File: config.mk
export PLATFORM = sky130hd
export DESIGN_NAME = dc_psq
export DESIGN_NICKNAME = d
export VERILOG_FILES = /design/src/rtl/dc_psq_pkg.sv /design/src/rtl/dc_filt.sv /design/src/rtl/dc_psq.sv
export SDC_FILE = /design/constraint.sdc
export NUM_CORES = 1
export LEC_CHECK = 0
export ABC_AREA = 1
export ABC_CLOCK_PERIOD_IN_PS = 1800
export CORE_AREA = 2 2 63 65
export DETAILED_ROUTE_END_ITERATION = 10
export DIE_AREA = 0 0 65 67
export PLACE_DENSITY = 0.82
export SLEW_MARGIN = 20
export SYNTH_ARGS = -nofsm -noshare
export SYNTH_HDL_FRONTEND = slang
export SYNTH_SLANG_ARGS = --single-unit
File: constraint.sdc
create_clock -name clk -period 1.8 [get_ports clk]
set_input_delay 0.27 -clock clk [delete_from_list [all_inputs] [get_ports clk]]
set_output_delay 0.27 -clock clk [all_outputs]
set_load 0.03 [all_outputs]
File: src/rtl/dc_psq_pkg.sv
// Shared types and helpers for the Q-bus power/restart sequencer.
package dc_psq_pkg;

  typedef enum logic [2:0] {
    S_OFF   = 3'd0,
    S_DCUP  = 3'd1,
    S_ACUP  = 3'd2,
    S_RUN   = 3'd3,
    S_RWAIT = 3'd4,
    S_RHOLD = 3'd5,
    S_PFDN  = 3'd6
  } psq_state_e;

  // Bits needed to hold values 0..v-1; never less than 1 so counters stay legal.
  function automatic int clog2(input int unsigned v);
    int r;
    r = 0;
    while ((64'd1 << r) < 64'(v)) r++;
    return (r < 1) ? 1 : r;
  endfunction

endpackage

File: src/rtl/dc_filt.sv
// Two-flop synchronizer followed by a consecutive-sample glitch filter.
module dc_filt
  import dc_psq_pkg::*;
#(
  parameter int FLT_CLK = 16
) (
  input  logic clk,
  input  logic reset,
  input  logic d,
  output logic q
);

  localparam int CW = clog2(FLT_CLK + 1);

  logic          s1_q, s2_q;
  logic          q_q, q_d;
  logic [CW-1:0] cnt_q, cnt_d;

  // Output only flips after FLT_CLK consecutive disagreeing samples.
  always_comb begin
    q_d   = q_q;
    cnt_d = '0;
    if (s2_q != q_q) begin
      if (cnt_q == CW'(FLT_CLK - 1)) begin
        q_d   = s2_q;
        cnt_d = '0;
      end else begin
        cnt_d = cnt_q + CW'(1);
      end
    end
  end

  // Synchronizer, filter count and filtered level.
  always_ff @(posedge clk or posedge reset) begin
    if (reset) begin
      s1_q  <= 1'b0;
      s2_q  <= 1'b0;
      q_q   <= 1'b0;
      cnt_q <= '0;
    end else begin
      s1_q  <= d;
      s2_q  <= s1_q;
      q_q   <= q_d;
      cnt_q <= cnt_d;
    end
  end

  assign q = q_q;

endmodule

File: src/rtl/dc_psq.sv
// Q-bus power/restart sequencer: drives DCLO/ACLO from filtered power-good
// and restart requests, using dc_pulse (via trig_a_n/trig_b) as the restart hold.
module dc_psq
  import dc_psq_pkg::*;
#(
  parameter int FLT_CLK  = 16,
  parameter int DCUP_CLK = 3000,
  parameter int ACUP_CLK = 7000,
  parameter int PFDN_CLK = 4000,
  parameter int OFF_CLK  = 100,
  parameter int PTMO_CLK = 8
) (
  input  logic clk,
  input  logic reset,
  input  logic pwr_in,
  input  logic rst_req,
  input  logic pulse_q,
  output logic trig_a_n,
  output logic trig_b,
  output logic dclo,
  output logic aclo,
  output logic run,
  output logic fault
);

  localparam int M1    = (DCUP_CLK > ACUP_CLK) ? DCUP_CLK : ACUP_CLK;
  localparam int M2    = (PFDN_CLK > OFF_CLK)  ? PFDN_CLK : OFF_CLK;
  localparam int M3    = (M1 > M2) ? M1 : M2;
  localparam int MAXC  = (M3 > PTMO_CLK) ? M3 : PTMO_CLK;
  localparam int CNT_W = clog2(MAXC + 1);

  logic               pwr_ok;
  psq_state_e         state_q, state_d;
  logic [CNT_W-1:0]   cnt_q, cnt_d;
  logic               fire_q, fire_d;
  logic               fault_q, fault_d;
  logic               dclo_q, dclo_d;
  logic               aclo_q, aclo_d;
  logic               rst_prev_q;

  dc_filt #(.FLT_CLK(FLT_CLK)) u_filt (
    .clk  (clk),
    .reset(reset),
    .d    (pwr_in),
    .q    (pwr_ok)
  );

  // Next state, shared counter load/decrement, trigger and sticky fault.
  always_comb begin
    state_d = state_q;
    cnt_d   = (cnt_q != '0) ? cnt_q - CNT_W'(1) : cnt_q;
    fire_d  = 1'b0;
    fault_d = fault_q;
    unique case (state_q)
      S_OFF: begin
        if (cnt_q == '0 && pwr_ok) begin
          state_d = S_DCUP;  cnt_d = CNT_W'(DCUP_CLK);
        end
      end
      S_DCUP: begin
        if (!pwr_ok) begin
          state_d = S_OFF;   cnt_d = CNT_W'(OFF_CLK);
        end else if (cnt_q == '0) begin
          state_d = S_ACUP;  cnt_d = CNT_W'(ACUP_CLK);
        end
      end
      S_ACUP: begin
        if (!pwr_ok) begin
          state_d = S_PFDN;  cnt_d = CNT_W'(PFDN_CLK);
        end else if (cnt_q == '0) begin
          state_d = S_RUN;
        end
      end
      S_RUN: begin
        if (!pwr_ok) begin
          state_d = S_PFDN;  cnt_d = CNT_W'(PFDN_CLK);
        end else if (rst_req && !rst_prev_q) begin
          state_d = S_RWAIT; cnt_d = CNT_W'(PTMO_CLK);
          fire_d  = 1'b1;
        end
      end
      S_RWAIT: begin
        if (!pwr_ok) begin
          state_d = S_OFF;   cnt_d = CNT_W'(OFF_CLK);
        end else if (pulse_q) begin
          state_d = S_RHOLD;
        end else if (cnt_q == '0) begin
          // dc_pulse never answered: flag it and retry the power-up ramp.
          fault_d = 1'b1;
          state_d = S_DCUP;  cnt_d = CNT_W'(DCUP_CLK);
        end
      end
      S_RHOLD: begin
        if (!pwr_ok) begin
          state_d = S_OFF;   cnt_d = CNT_W'(OFF_CLK);
        end else if (!pulse_q) begin
          state_d = S_DCUP;  cnt_d = CNT_W'(DCUP_CLK);
        end
      end
      S_PFDN: begin
        // Power coming back here is ignored; the shutdown always completes.
        if (cnt_q == '0) begin
          state_d = S_OFF;   cnt_d = CNT_W'(OFF_CLK);
        end
      end
      default: begin
        state_d = S_OFF;     cnt_d = CNT_W'(OFF_CLK);
      end
    endcase
    if (state_d == S_OFF && state_q != S_OFF) fault_d = 1'b0;
    // Bus lines decoded from the next state so they move with the state.
    dclo_d = (state_d == S_OFF) || (state_d == S_DCUP) ||
             (state_d == S_RWAIT) || (state_d == S_RHOLD);
    aclo_d = (state_d != S_RUN);
  end

  // State, counter, trigger and registered bus outputs.
  always_ff @(posedge clk or posedge reset) begin
    if (reset) begin
      state_q    <= S_OFF;
      cnt_q      <= '0;
      fire_q     <= 1'b0;
      fault_q    <= 1'b0;
      dclo_q     <= 1'b1;
      aclo_q     <= 1'b1;
      rst_prev_q <= 1'b0;
    end else begin
      state_q    <= state_d;
      cnt_q      <= cnt_d;
      fire_q     <= fire_d;
      fault_q    <= fault_d;
      dclo_q     <= dclo_d;
      aclo_q     <= aclo_d;
      rst_prev_q <= rst_req;
    end
  end

  assign trig_a_n = ~fire_q;
  assign trig_b   = fire_q;
  assign dclo     = dclo_q;
  assign aclo     = aclo_q;
  assign run      = (state_q == S_RUN);
  assign fault    = fault_q;

endmodule

==> results of run 1 <==
## power breakdown
group | switching [W] | total (W) | internal (W)
combinational | 0.0000295 | 0.0000482 | 0.0000186
clock | 0.000245 | 0.000590 | 0.000345
sequential | 0.00000561 | 0.000667 | 0.000661
total | 0.000280 | 0.00130 | 0.00102
## routing by layer
metal	part of all wire (%)	global-route usage (%)	up-vias
met5	0	0	-
met4	4.4	17.6	0
met3	7.2	5.57	28
met2	48	53.4	113
met1	41	35.9	1073
li1	-	-	1098
## sequential cells by signal, indices dropped and copies added, names as in the netlist
| signal | count |
|---|---|
| trig_b | 1 |
| rst_prev_q | 1 |
| aclo | 1 |
| u_filt.q | 1 |
| state_q | 3 |
| u_filt.s1_q | 1 |
| cnt_q | 13 |
| dclo | 1 |
| u_filt.s2_q | 1 |
| u_filt.cnt_q | 5 |
| fault | 1 |
## cell families after synthesis
group                    after synthesis
AO/OA/AOI/OAI                         43
XOR/XNOR                               8
adder cells (fa/ha/maj)                3
buffers and inverters                 51
flip-flops                            29
AND/OR/NAND/NOR                      176
## metrics by stage
step,setup TNS [ps],worst slack (ps)
after floorplan,0,145
after global placement,-11.0,-8.90
after detailed placement,-39.0,-16.8
after CTS,0,0.524
after global routing,-21.0,-12.1
final,0,59.7
## repair_timing
action,in CTS,in global routing
setup buffers,3,3
cloned,0,1
endpoints found under the setup margin,4,18
gates resized for setup,1,22
pin swaps,1,8
## cells in the mapped netlist, types with 2 or more instances
cell / instances / area (um2)
sky130_fd_sc_hd__nand2_1: 84 / 315
sky130_fd_sc_hd__inv_1: 42 / 158
sky130_fd_sc_hd__nor2_1: 38 / 143
sky130_fd_sc_hd__dfrtp_1: 27 / 676
sky130_fd_sc_hd__nand3_1: 26 / 130
sky130_fd_sc_hd__a21oi_1: 14 / 70.1
sky130_fd_sc_hd__o21ai_0: 14 / 70.1
sky130_fd_sc_hd__nand4_1: 5 / 31.3
sky130_fd_sc_hd__nor2_2: 5 / 31.3
sky130_fd_sc_hd__xnor2_1: 5 / 43.8
sky130_fd_sc_hd__nor2_4: 4 / 45.0
sky130_fd_sc_hd__nor3_1: 4 / 20.0
sky130_fd_sc_hd__buf_2: 3 / 15.0
sky130_fd_sc_hd__ha_1: 3 / 37.5
sky130_fd_sc_hd__nand2_2: 3 / 18.8
sky130_fd_sc_hd__nand3_2: 3 / 30.0
sky130_fd_sc_hd__o211ai_1: 3 / 22.5
sky130_fd_sc_hd__xor2_1: 3 / 26.3
sky130_fd_sc_hd__buf_6: 2 / 22.5
sky130_fd_sc_hd__dfstp_2: 2 / 52.6
sky130_fd_sc_hd__inv_2: 2 / 7.51
sky130_fd_sc_hd__nand3b_1: 2 / 15.0
sky130_fd_sc_hd__o21ai_1: 2 / 10.0
sky130_fd_sc_hd__o22ai_1: 2 / 12.5
sky130_fd_sc_hd__o31ai_1: 2 / 15.0
## path summary, 6_finish.rpt
path	startpoint	to	slack, ps	cells past startpoint
min in group asynchronous	reset	u_filt.cnt_q[4]	370	3
max reg2reg	cnt_q[7]	cnt_q[2]	70	11
min	u_filt.s1_q	u_filt.s2_q	350	0
min reg2reg	u_filt.s1_q	u_filt.s2_q	350	0
max in group asynchronous	reset	dclo	1120	3
max	dclo	dclo	60	1
## area by class of cell
cell class / count / area [um2] / area share (%)
multi-input cells: 231 / 1230 / 46.1
flip-flops and latches: 29 / 732 / 27.3
repair buffers: 48 / 384 / 14.3
inverters: 45 / 169 / 6.30
clock buffers: 7 / 96.3 / 3.59
well taps: 48 / 60.1 / 2.24
clock inverters: 1 / 5.00 / 0.187
==> flow_summary.ini, run 1 <==
[outcome]
status = complete, no violations

[synth]
synth.mux.area_fraction_pct = 0
synth_edf_count = 0
dominant_combinational_cell_family_by_area_after_synthesis = simple AND/OR/NAND/NOR gates
synth_fa_ha_area_share_pct = 1.79
syn-instance-count = 310
postSynthNetCount = 318
netlist_area_um2 = 2100
ys_seq_elements = 29
synth_xor_area_share_pct = 3.34
synth-warning-count = 0
synth_ff_type = sky130_fd_sc_hd__dfrtp_1
ys_async_sr_fraction_pct = 100
synth_compound_area_share_pct = 12.1
synthesized_area_fraction_occupied_by_and_or_nand_nor_cells_pct = 38.0
synthesis.area_per_instance_um2 = 6.76
yosysUniqueCellTypes = 35
sequential_share_of_the_synthesized_area_pct = 34.7

[critical_path]
critical_path_required_ps = 1530
timing_worst_setup_path_type = flop to output pin
worstPathArrival_ps = 1470
worstPathMaxFanout = 1
start_kind = flop
timing.critical_path.cells = clkdlybuf4s50_1
critPathTopFamily = buffers and inverters
worst_setup_path_end_kind = output pin
worst-path-buf-inv = 1
worst_path_largest_cell_delay_ps = 670
critical-path-slowest-cell = sky130_fd_sc_hd__clkdlybuf4s50_1

[cells_and_area]
most-common-layout-cells = 81 x sky130_fd_sc_hd__nand2_1, 41 x sky130_fd_sc_hd__inv_1, 38 x sky130_fd_sc_hd__buf_4, 33 x sky130_fd_sc_hd__nor2_1
mostFrequentLayoutCell = sky130_fd_sc_hd__nand2_1
num_antenna_cells = 0
final_cell_count_no_fill = 409
final.fill_count = 293
finished_core_util_pct = 74.4
stdcell_area_um2 = 2680
layout-drive-gt1-share_pct = 23.8
syn2layout_area_growth_pct = 27.9
fin_nets = 368

[detailed_routing]
routed_wirelength_um = 6140
vias_after_detailed_routing = 2312
drt.antenna.violating_nets = 0
drt-pass1-iter-count = 6
avgRoutedWirePerCell_um = 15.0
routed_via_density = 5.65
drt-initial-drc-count = 167
drcViolationCount = 0

[clock_network]
cts-htree-levels = 2
cts_root_buf = sky130_fd_sc_hd__clkbuf_8
clock_insertion_delay_worst_skew_ps = 280
clkTransAtPathRegs_ps = 60
numCtsBuffers = 5
cts-hold-fix-buffers = 0
clock_tree.buffer_depth = 2
tritoncts_num_sinks = 29
cts_tree = built

[timing]
relSlewSlack_pct = 66.2
fmaxAchievable_mhz = 575
timing_hold_violations_final = 0
setup_viol_count_final = 0
skew_ps = 2.92
period_minus_slack_ps = 1740
holdWs_ps = 352
fin_crit_sh_pct = 96.7
transition_at_the_pin_with_the_smallest_max_transition_slack_ps = 501
timing.final.max_slew_violations = 0

[die]
design.portCount = 11
dieWidth_um = 65
design.core.area_um2 = 3610
die_h_um = 67
fp.dieArea_um2 = 4360
starting_density_pct = 58.2
floorplan.rows = 22

[placed_design]
finalWeightedCongestion = 1.02
detailed_place.area_um2 = 2460
placedCellCount = 394
io_buffer_count = 10
dp.final_hpwl_um = 4710

[flow_run]
max-cap-violations = 0

[power_and_ir_drop]
cellPowerDensity_nw_per_um2 = 487
power.ir.vdd_worst_v = 0.000423
p_leak_nw = 1.40
total_power_w = 0.00130

[global_routing]
number_of_antenna_violations_at_the_first_check_in_global_routing = 0
grt_use_total_pct = 30.9
grt_first_pass_wirelength_um = 9920
via_count_of_the_first_global_routing_pass = 2168
grt_residual_overflow = 0
grt_max_degree = 30

[hold_path]
hold_path.class = flop to flop
Power figures use the tool's default switching activity.
==> inputs of run 2 (changes only) <==
--- a/config.mk
+++ b/config.mk
@@ -7,9 +7,10 @@
 export LEC_CHECK = 0
 export ABC_AREA = 1
 export ABC_CLOCK_PERIOD_IN_PS = 1800
-export CORE_AREA = 2 2 63 65
+export CORE_AREA = 5 5 66 68
 export DETAILED_ROUTE_END_ITERATION = 10
-export DIE_AREA = 0 0 65 67
+export DIE_AREA = 0 0 71 73
+export HOLD_SLACK_MARGIN = 0.08
 export PLACE_DENSITY = 0.82
 export SLEW_MARGIN = 20
 export SYNTH_ARGS = -nofsm -noshare
==> run 2 against run 1 <==
Final cell count shrank 1.2%. Die area grew 19%. Clock skew grew 1.5 ps. Sequential share of layout area grew 0.57 points. Worst setup slack gained 3.2 ps. Combinational power shrank 1%. Total power grew 0.17%. Register-to-register slack gained 40 ps. Critical path type unchanged. Highest routed layer unchanged.
==> flow_summary.ini, run 2 (synthesis results as in run 1) <==
[critical_path]
critical-path-slowest-cell = sky130_fd_sc_hd__clkdlybuf4s50_1
worst-path-buf-inv = 1
timing_worst_setup_path_type = flop to output pin
critPathTopFamily = buffers and inverters
start_kind = flop
worst_setup_path_end_kind = output pin
worst_path_largest_cell_delay_ps = 660
worstPathMaxFanout = 1
critical_path_required_ps = 1530
timing.critical_path.cells = clkdlybuf4s50_1
worstPathArrival_ps = 1470

[cells_and_area]
max_flop_register = cnt_q
most-common-layout-cells = 80 x sky130_fd_sc_hd__nand2_1, 40 x sky130_fd_sc_hd__inv_1, 34 x sky130_fd_sc_hd__nor2_1, 31 x sky130_fd_sc_hd__buf_4, 26 x sky130_fd_sc_hd__dfrtp_1
layout-drive-gt1-share_pct = 21.8
num_antenna_cells = 0
mostFrequentLayoutCell = sky130_fd_sc_hd__nand2_1
reg_top3 = cnt_q (13), u_filt.cnt_q (5), state_q (3)
finished_core_util_pct = 68.9
final.fill_count = 338
largest_register_ff_count = 13
syn2layout_area_growth_pct = 24.8
fin_nets = 361

[detailed_routing]
drt-initial-drc-count = 200
vias_after_detailed_routing = 2197
drt-pass1-iter-count = 5
drcViolationCount = 0
avgRoutedWirePerCell_um = 14.5
drt.antenna.violating_nets = 0
routed_via_density = 5.44
routed_wirelength_um = 5870

[clock_network]
clock_insertion_delay_worst_skew_ps = 280
cts-hold-fix-buffers = 0
cts-htree-levels = 2
clkTransAtPathRegs_ps = 60
numCtsBuffers = 5
tritoncts_num_sinks = 29
cts_root_buf = sky130_fd_sc_hd__clkbuf_8
clock_tree.buffer_depth = 2
cts_tree = built

[global_routing]
grt_first_pass_wirelength_um = 9650
via_count_of_the_first_global_routing_pass = 2095
grt_max_degree = 30
grt_use_total_pct = 23.8
grt_residual_overflow = 0
number_of_antenna_violations_at_the_first_check_in_global_routing = 0

[die]
starting_density_pct = 55.2
design.core.area_um2 = 3800
fp.dieArea_um2 = 5180
die_h_um = 73
dieWidth_um = 71
design.portCount = 11
floorplan.rows = 23

[placed_design]
io_buffer_count = 10
place_ws_ps = -3.76
finalWeightedCongestion = 0.984
dp.final_hpwl_um = 4540

[timing]
setup_viol_count_final = 0
period_minus_slack_ps = 1740
setup_total_negative_slack_ps = 0
fin_crit_sh_pct = 96.5
transition_at_the_pin_with_the_smallest_max_transition_slack_ps = 362
fmaxAchievable_mhz = 576
timing.final.max_slew_violations = 0
relSlewSlack_pct = 75.6
timing_hold_violations_final = 0
timing.final.ws_setup_ps = 62.9
skew_ps = 4.43
holdWs_ps = 358

[power_and_ir_drop]
power.ir.vdd_worst_v = 0.000486
p_leak_nw = 1.37
cellPowerDensity_nw_per_um2 = 499
clock_power_share_pct = 45.4
internal_power_of_the_cells_w = 0.00102
pwr-share-seq_pct = 51.0
p_switching_w = 0.000282
share_comb_of_total_power_pct = 3.6
swShare_pct = 21.6
total_power_w = 0.00131

[outcome]
status = complete, no violations

[flow_run]
max-cap-violations = 0

[hold_path]
hold_path.class = input port to asynchronous set/reset pin
## run 2: cell type report
cell class / instances / area (um2) / area share (%)
inverter: 45 / 169 / 6.45
tap: 50 / 62.6 / 2.39
clock buffer: 7 / 96.3 / 3.68
clock inverter: 1 / 5.00 / 0.191
sequential: 29 / 729 / 27.9
timing repair buffer: 41 / 332 / 12.7
multi-input combinational: 231 / 1220 / 46.7
## run 2: power by group through the flow
stage / Sequential [W] / Combinational [W] / Clock (W)
2_1_floorplan: 0.000677 / 0.0000250 / 0
3_3_place_gp: 0.000678 / 0.0000472 / 0
3_5_place_dp: 0.000678 / 0.0000484 / 0
4_1_cts: 0.000666 / 0.0000486 / 0.000604
5_1_grt: 0.000667 / 0.0000548 / 0.000636
6_report: 0.000666 / 0.0000475 / 0.000593
## run 2: worst paths after layout
path                              from           to  slack (ps)  depth (start not counted)
setup reg to reg              cnt_q[1]        fault         110                         12
max in group asynchronous        reset         dclo        1130                          3
setup / recovery                  dclo         dclo          60                          1
hold reg to reg            u_filt.s1_q  u_filt.s2_q         360                          0
hold / removal                   reset     cnt_q[1]         360                          3
min in group clk           u_filt.s1_q  u_filt.s2_q         360                          0
## run 2: timing repair
item	in CTS	in global routing
pin swaps	1	10
endpoints found under the setup margin	2	16
hold endpoints to repair	0	0
buffers inserted	1	3
gates resized for setup	2	18
gates cloned	0	1
## run 2: per-stage QoR
step                area, um2  std cells
finish                   2620        404
global route             2620        404
CTS                      2530        400
detailed placement       2420        391
global placement         2420        391
floorplan                2100        310
## run 2: layer usage
metal | up-vias | global-route usage [%] | part of all wire (%)
met3 | 18 | 4.68 | 6.1
met4 | 0 | 9.19 | 3.2
met5 | - | 0 | 0
li1 | 1083 | - | -
met2 | 93 | 41.5 | 49
met1 | 1003 | 29.1 | 42
==> patch 1 (settings of run 1) <==
Make the reset (`reset`) synchronous in 2 clocked blocks.
--- a/src/rtl/dc_filt.sv
+++ b/src/rtl/dc_filt.sv
@@ -33,3 +33,3 @@
   // Synchronizer, filter count and filtered level.
-  always_ff @(posedge clk or posedge reset) begin
+  always_ff @(posedge clk) begin
     if (reset) begin
--- a/src/rtl/dc_psq.sv
+++ b/src/rtl/dc_psq.sv
@@ -117,3 +117,3 @@
   // State, counter, trigger and registered bus outputs.
-  always_ff @(posedge clk or posedge reset) begin
+  always_ff @(posedge clk) begin
     if (reset) begin
Formal check against the unedited RTL: no difference found for any inputs over 10 cycles, from zero or initial values and one cycle with reset high; that may be too few to reach the edited logic, so the function may still have changed.
==> patch 1 against run 1 <==
  * Critical path depth grew 8
  * Synthesized area decreased by 5.7%
  * First-iteration DRC count decreased by 29%
  * Final cell count down 3.4%
  * Cell area decreased by 12%
  * Critical endpoint is now fault
  * Sequential cell count unchanged
  * Worst setup slack better by 0.052 ns
  * Routed wire length decreased by 18%
  * Highest routed layer unchanged
Power is not compared: it rests on default switching activity, and its combinational part moved more than twofold at a synthesized area within 25%.
==> patch 1: results (changes against run 1) <==
Synthesis:
- The sequential fraction of the synthesis area is 0.293 (was 0.347).
- Synth top cells by count: sky130_fd_sc_hd__nand2_1, sky130_fd_sc_hd__nor2_1, sky130_fd_sc_hd__inv_1, sky130_fd_sc_hd__dfxtp_1, sky130_fd_sc_hd__nand3_1 (was sky130_fd_sc_hd__nand2_1, sky130_fd_sc_hd__inv_1, sky130_fd_sc_hd__nor2_1, sky130_fd_sc_hd__dfrtp_1, sky130_fd_sc_hd__nand3_1).
- The number of different library cells in the post-synthesis netlist is 32 (was 35).
- The dominant register cell in the synthesized netlist is sky130_fd_sc_hd__dfxtp_1 (was sky130_fd_sc_hd__dfrtp_1).
- The number of nets in the synthesized netlist is 331 (was 318).
- The synthesized area divided by synthesized cell count is 6.14 µm² (was 6.76 µm²).
- The number of synthesis warnings is 0 (unchanged).
- The fraction of synthesis flops using an asynchronous set or reset pin came to 0 (was 1.00).
- The compound-gate portion of the synthesized area is 0.118 (was 0.121).
- The adder and majority cell fraction of the synthesized area is 0.0253 (was 0.0179).
- The fraction of synthesized cell area in xor and xnor cells came to 0.0221 (was 0.0334).
- Cell types with the largest area share after synthesis: sky130_fd_sc_hd__dfxtp_1, sky130_fd_sc_hd__nand2_1, sky130_fd_sc_hd__nor2_1 (was sky130_fd_sc_hd__dfrtp_1, sky130_fd_sc_hd__nand2_1, sky130_fd_sc_hd__inv_1).

Placement:
- The global placement routability congestion was 0.970 (was 1.02).
- The number of cells in the design after placement came to 385 (was 394).
- The sum of net half-perimeters after detailed placement is 3.85 mm (was 4.71 mm).

Worst setup path:
- The maximum net fanout on the critical path is 8 (was 1).
- The critical path arrival is 1.88 ns (was 1.47 ns).
- The number of cells traversed by the worst register-to-register path is 9 (was 11).

Routing:
- The routed length on met2 is 2.41 mm (was 2.93 mm).
- The number of DRC markers in iteration 0 is 119 (was 167).
- The total met3 wirelength after detailed routing is 313 µm (was 439 µm).
- The number of detailed-route iterations in the first pass is 5 (was 6).
- The via-per-instance ratio is 5.31 (was 5.65).
- The routed wire length per instance is 12.8 µm (was 15.0 µm).
- The vias after detailed routing came to 2,099 (was 2,312).
- The wire length on met1 is 2.15 mm (was 2.49 mm).

Finish:
- The net count reported at finish was 355 (was 368).
- The number of inserted filler cells in the final layout is 340 (was 293).
- The ratio of cells with drive above 1 in the final layout is 0.159 (was 0.238).

Outcome:
- Result of the run: completed (unchanged).

Worst hold path:
- The worst hold path endpoint is u_filt.s2_q (unchanged).
- The cell count of the worst hold path came to 2 (was 0).
- The hold path startpoint is u_filt.s1_q (unchanged).

STA:
- The transition at the pin with the smallest max-transition slack is 0.379 ns (was 0.501 ns).

Global route:
- The via count of the first global-routing pass came to 1,868 (was 2,168).
- The largest net degree at the start of global routing is 15 (was 30).
- The overall routing resource usage was 0.248 (was 0.309).
- The met1 usage is 0.306 (was 0.359).
- The wire length of the first global-routing pass is 8.14 mm (was 9.92 mm).
- The met2 routing resource usage after global routing is 0.412 (was 0.534).
- The met3 track demand over resource in global routing was 0.0507 (was 0.0557).

Clock tree:
- The clock latency at the later pin of the worst-skew pair is 0.28 ns (about the same).
## patch 1: cell count changes in the layout (fill, tap and decap cells not counted), moves of 5 or more
cell / run 1 / this run
sky130_fd_sc_hd__nand2_1: 81 / 67
sky130_fd_sc_hd__buf_4: 38 / 16
sky130_fd_sc_hd__dfxtp_1: 0 / 29
sky130_fd_sc_hd__nor2_1: 33 / 59
sky130_fd_sc_hd__nor2_4: 7 / 2
sky130_fd_sc_hd__dfrtp_1: 24 / 0
## patch 1: how the worst max path moves through the flow
stage | start | end | slack, ns | cells past startpoint
final | state_q[2] | fault | 0.11 | 9
after global routing | cnt_q[0] | cnt_q[4] | 0.004 | 10
after CTS | cnt_q[0] | cnt_q[11] | 0.03 | 11
after detailed placement | cnt_q[0] | cnt_q[11] | 0.06 | 11
after global placement | rst_req | cnt_q[0] | 0.08 | 10
after floorplan | cnt_q[0] | cnt_q[0] | 0.1 | 12
## patch 1: critical path, cell delays in order, from the launching register on
cell	delay (ns)
sky130_fd_sc_hd__dfxtp_1	0.51
sky130_fd_sc_hd__inv_2	0.14
sky130_fd_sc_hd__nand3_1	0.24
sky130_fd_sc_hd__o21ai_0	0.18
sky130_fd_sc_hd__nor2_1	0.17
sky130_fd_sc_hd__nand2_1	0.08
sky130_fd_sc_hd__nor2_1	0.10
sky130_fd_sc_hd__nand3_1	0.08
sky130_fd_sc_hd__nand2_1	0.06
sky130_fd_sc_hd__inv_1	0.03
## patch 1: power breakdown
group          switching [mW]  leakage [nW]  total [mW]  internal, mW
Sequential             0.0822         0.237       0.818         0.735
Combinational           0.793         0.859        1.35         0.553
Clock                   0.244        0.0585       0.694         0.450
## patch 1: kinds of logic (layout without fill, tap and decap cells)
logic type / count (synthesis) / after routing
compound gates: 41 / 41
simple gates: 187 / 187
buf+inv: 56 / 81
fa+ha+maj: 4 / 4
xor+xnor: 5 / 5
flops: 29 / 29
## patch 1: stage by stage
stage / util / setup WS, ns / hold WS [ns] / power (mW) / area, µm²
after floorplan: - / 0.0980 / 0.377 / 1.80 / 1980
after global placement: 0.609 / 0.0830 / 0.394 / 2.08 / 2190
after detailed placement: 0.609 / 0.0580 / 0.405 / 2.12 / 2190
after CTS: 0.641 / 0.0326 / 0.416 / 2.82 / 2310
after global routing: 0.653 / 0.00379 / 0.440 / 3.08 / 2350
final: 0.653 / 0.112 / 0.411 / 2.86 / 2350
## patch 1: what timing repair did
action                                  in CTS  in global routing
gates resized for setup                      1                 10
endpoints found under the setup margin       1                  9
gates cloned                                 0                  0
buffers inserted                             0                  2
## patch 1: area by class of cell
type | instances | share of cell area
Multi-Input combinational cell | 237 | 0.510
Clock buffer | 7 | 0.0367
Sequential cell | 29 | 0.247
Inverter | 47 | 0.0750
Tap cell | 48 | 0.0255
Timing Repair Buffer | 26 | 0.0930
Clock inverter | 1 | 0.0128
==> patch 2 (config.mk and constraints of run 1) <==
Without the edit above. `ACUP_CLK`: 7000 -> 14000.
--- a/src/rtl/dc_psq.sv
+++ b/src/rtl/dc_psq.sv
@@ -7,3 +7,3 @@
   parameter int DCUP_CLK = 3000,
-  parameter int ACUP_CLK = 7000,
+  parameter int ACUP_CLK = 14000,
   parameter int PFDN_CLK = 4000,
Function: same outputs for any inputs over 10 cycles, from zero or initial values and one cycle with reset high; that may be too few to reach the edited logic, so the function may still have changed.
==> patch 2 against run 1 <==
  * Fmax up 0.24%
  * Routed wire length down 11%
  * First-iteration DRC count up 4.2%
  * Worst setup slack better by 0.0042 ns
  * Cell area down 7.9%
  * Power up 1.1%
  * Critical path depth unchanged
  * Synthesized area up 3.3%
  * Sequential cell count up 1
==> patch 2: results (changes against run 1) <==
Outcome:
- Result of the run: completed (unchanged).

Synthesis:
- The number of different library cells in the post-synthesis netlist is 32 (was 35).
- The number of nets in the synthesized netlist was 321 (was 318).
- The sequential fraction of the synthesis area is 0.348 (was 0.347).
- The compound-gate portion of the synthesized area is 0.0618 (was 0.121).
- Cell types with the largest area share after synthesis: sky130_fd_sc_hd__dfrtp_1, sky130_fd_sc_hd__nand2_1, sky130_fd_sc_hd__nand3_1 (was sky130_fd_sc_hd__dfrtp_1, sky130_fd_sc_hd__nand2_1, sky130_fd_sc_hd__inv_1).
- The fraction of synthesized cell area in xor and xnor cells is 0.0162 (was 0.0334).
- The adder and majority cell fraction of the synthesized area is 0.0173 (was 0.0179).

Power:
- The static power due to leakage is 1.30 nW (was 1.40 nW).
- The largest vdd supply drop is 0.431 mV (was 0.423 mV).
- The net switching power is 0.313 mW (was 0.280 mW).

Routing:
- The via-per-instance ratio is 5.61 (was 5.65).
- The wire length on met1 was 2.35 mm (was 2.49 mm).
- The total met3 wirelength after detailed routing is 370 µm (was 439 µm).
- The routed wire length per instance is 14.3 µm (was 15.0 µm).
- The routed length on met2 is 2.66 mm (was 2.93 mm).
- The number of detailed-route iterations in the first pass is 5 (was 6).
- The number of DRC markers in iteration 0 was 174 (was 167).

Worst setup path:
- The startpoint of the most critical register-to-register path is cnt_q[6] (was cnt_q[7]).
- The critical path launch point is aclo (was dclo).

STA:
- The transition at the pin with the smallest max-transition slack was 0.422 ns (was 0.501 ns).
- The final worst clock skew is 0.00879 ns (was 0.00292 ns).

Global route:
- The via count of the first global-routing pass is 2,041 (was 2,168).
- The largest net degree at the start of global routing is 31 (was 30).
- The met1 usage was 0.368 (was 0.359).
- The met2 routing resource usage after global routing is 0.481 (was 0.534).
- The wire length of the first global-routing pass was 9.42 mm (was 9.92 mm).
- The met3 track demand over resource in global routing was 0.0574 (was 0.0557).
- The overall routing resource usage is 0.287 (was 0.309).

Placement:
- The sum of net half-perimeters after detailed placement was 4.09 mm (was 4.71 mm).
- The global placement routability congestion came to 1.01 (was 1.02).

Worst hold path:
- The type of the worst min-delay path was input port to asynchronous set/reset pin (was flip-flop to flip-flop).

Finish:
- The net count reported at finish is 341 (was 368).
- The ratio of cells with drive above 1 in the final layout was 0.183 (was 0.238).

Clock tree:
- The post-cts resize count is 0 (was 1).
- The post-CTS setup buffer count is 0 (was 3).
patch 2: changes by cell type after synthesis, moves of 3 or more:
cell / run 1 / this run
sky130_fd_sc_hd__nor3_1: 4 / 7
sky130_fd_sc_hd__nand2_1: 84 / 78
sky130_fd_sc_hd__nand3_1: 26 / 36
sky130_fd_sc_hd__nand2_2: 3 / 10
sky130_fd_sc_hd__inv_2: 2 / 7
sky130_fd_sc_hd__o21ai_0: 14 / 4
sky130_fd_sc_hd__xnor2_1: 5 / 2
sky130_fd_sc_hd__nor2_1: 38 / 42
sky130_fd_sc_hd__nor2_2: 5 / 2
sky130_fd_sc_hd__nand2_4: 1 / 5
sky130_fd_sc_hd__inv_1: 42 / 36
patch 2: cell type report:
class | count | area [µm²]
clock buffers | 6 | 82.6
clock inverters | 2 | 12.5
fillers | 309 | 1140
repair buffers | 19 | 165
well taps | 48 | 60.1
flip-flops and latches | 30 | 756
multi-input cells | 234 | 1230
inverters | 43 | 161
patch 2: final timing paths:
kind | endpoint | slack (ns) | cells after the start
min in group clk | u_filt.s2_q | 0.36 | 0
setup reg to reg | cnt_q[0] | 0.13 | 8
max in group asynchronous | aclo | 1.11 | 3
hold reg to reg | u_filt.s2_q | 0.36 | 0
hold / removal | fault | 0.36 | 3
setup / recovery | aclo | 0.06 | 1
patch 2: power by group through the flow:
stage	combinational, mW	clock [mW]	sequential [mW]
2_1_floorplan	0.0252	0	0.699
3_3_place_gp	0.0432	0	0.700
3_5_place_dp	0.0442	0	0.701
4_1_cts	0.0439	0.602	0.688
5_1_grt	0.0498	0.617	0.689
6_report	0.0427	0.588	0.688
patch 2: worst reg2reg max path, stage by stage, from the launching register on:
cell,delay [ns]
sky130_fd_sc_hd__dfrtp_1,0.43
sky130_fd_sc_hd__nor2_1,0.18
sky130_fd_sc_hd__nand2_2,0.12
sky130_fd_sc_hd__nor2_8,0.15
sky130_fd_sc_hd__nand2_4,0.06
sky130_fd_sc_hd__ha_1,0.29
sky130_fd_sc_hd__a21oi_1,0.07
sky130_fd_sc_hd__a32oi_1,0.19
sky130_fd_sc_hd__nand2_1,0.07
patch 2: metrics by stage:
step | cells | cell area [µm²] | hold WS [ns] | power (mW) | setup WS, ns
CTS | 379 | 2420 | 0.363 | 1.33 | 0.0495
floorplan | 313 | 2170 | 0.301 | 0.725 | 0.0868
finish | 382 | 2470 | 0.358 | 1.32 | 0.0639
global placement | 371 | 2330 | 0.338 | 0.743 | 0.141
detailed placement | 371 | 2330 | 0.338 | 0.745 | 0.105
global route | 382 | 2470 | 0.366 | 1.36 | -0.0125
patch 2: kinds of logic (layout without fill, tap and decap cells):
family                     after synthesis  in the layout
and+or+nand+nor                        203            203
buffers and inverters                   49             70
DFF                                     30             30
AOI/OAI and AO/OA                       24             24
xor gates and xnor gates                 4              4
adders and majority gates                3              3
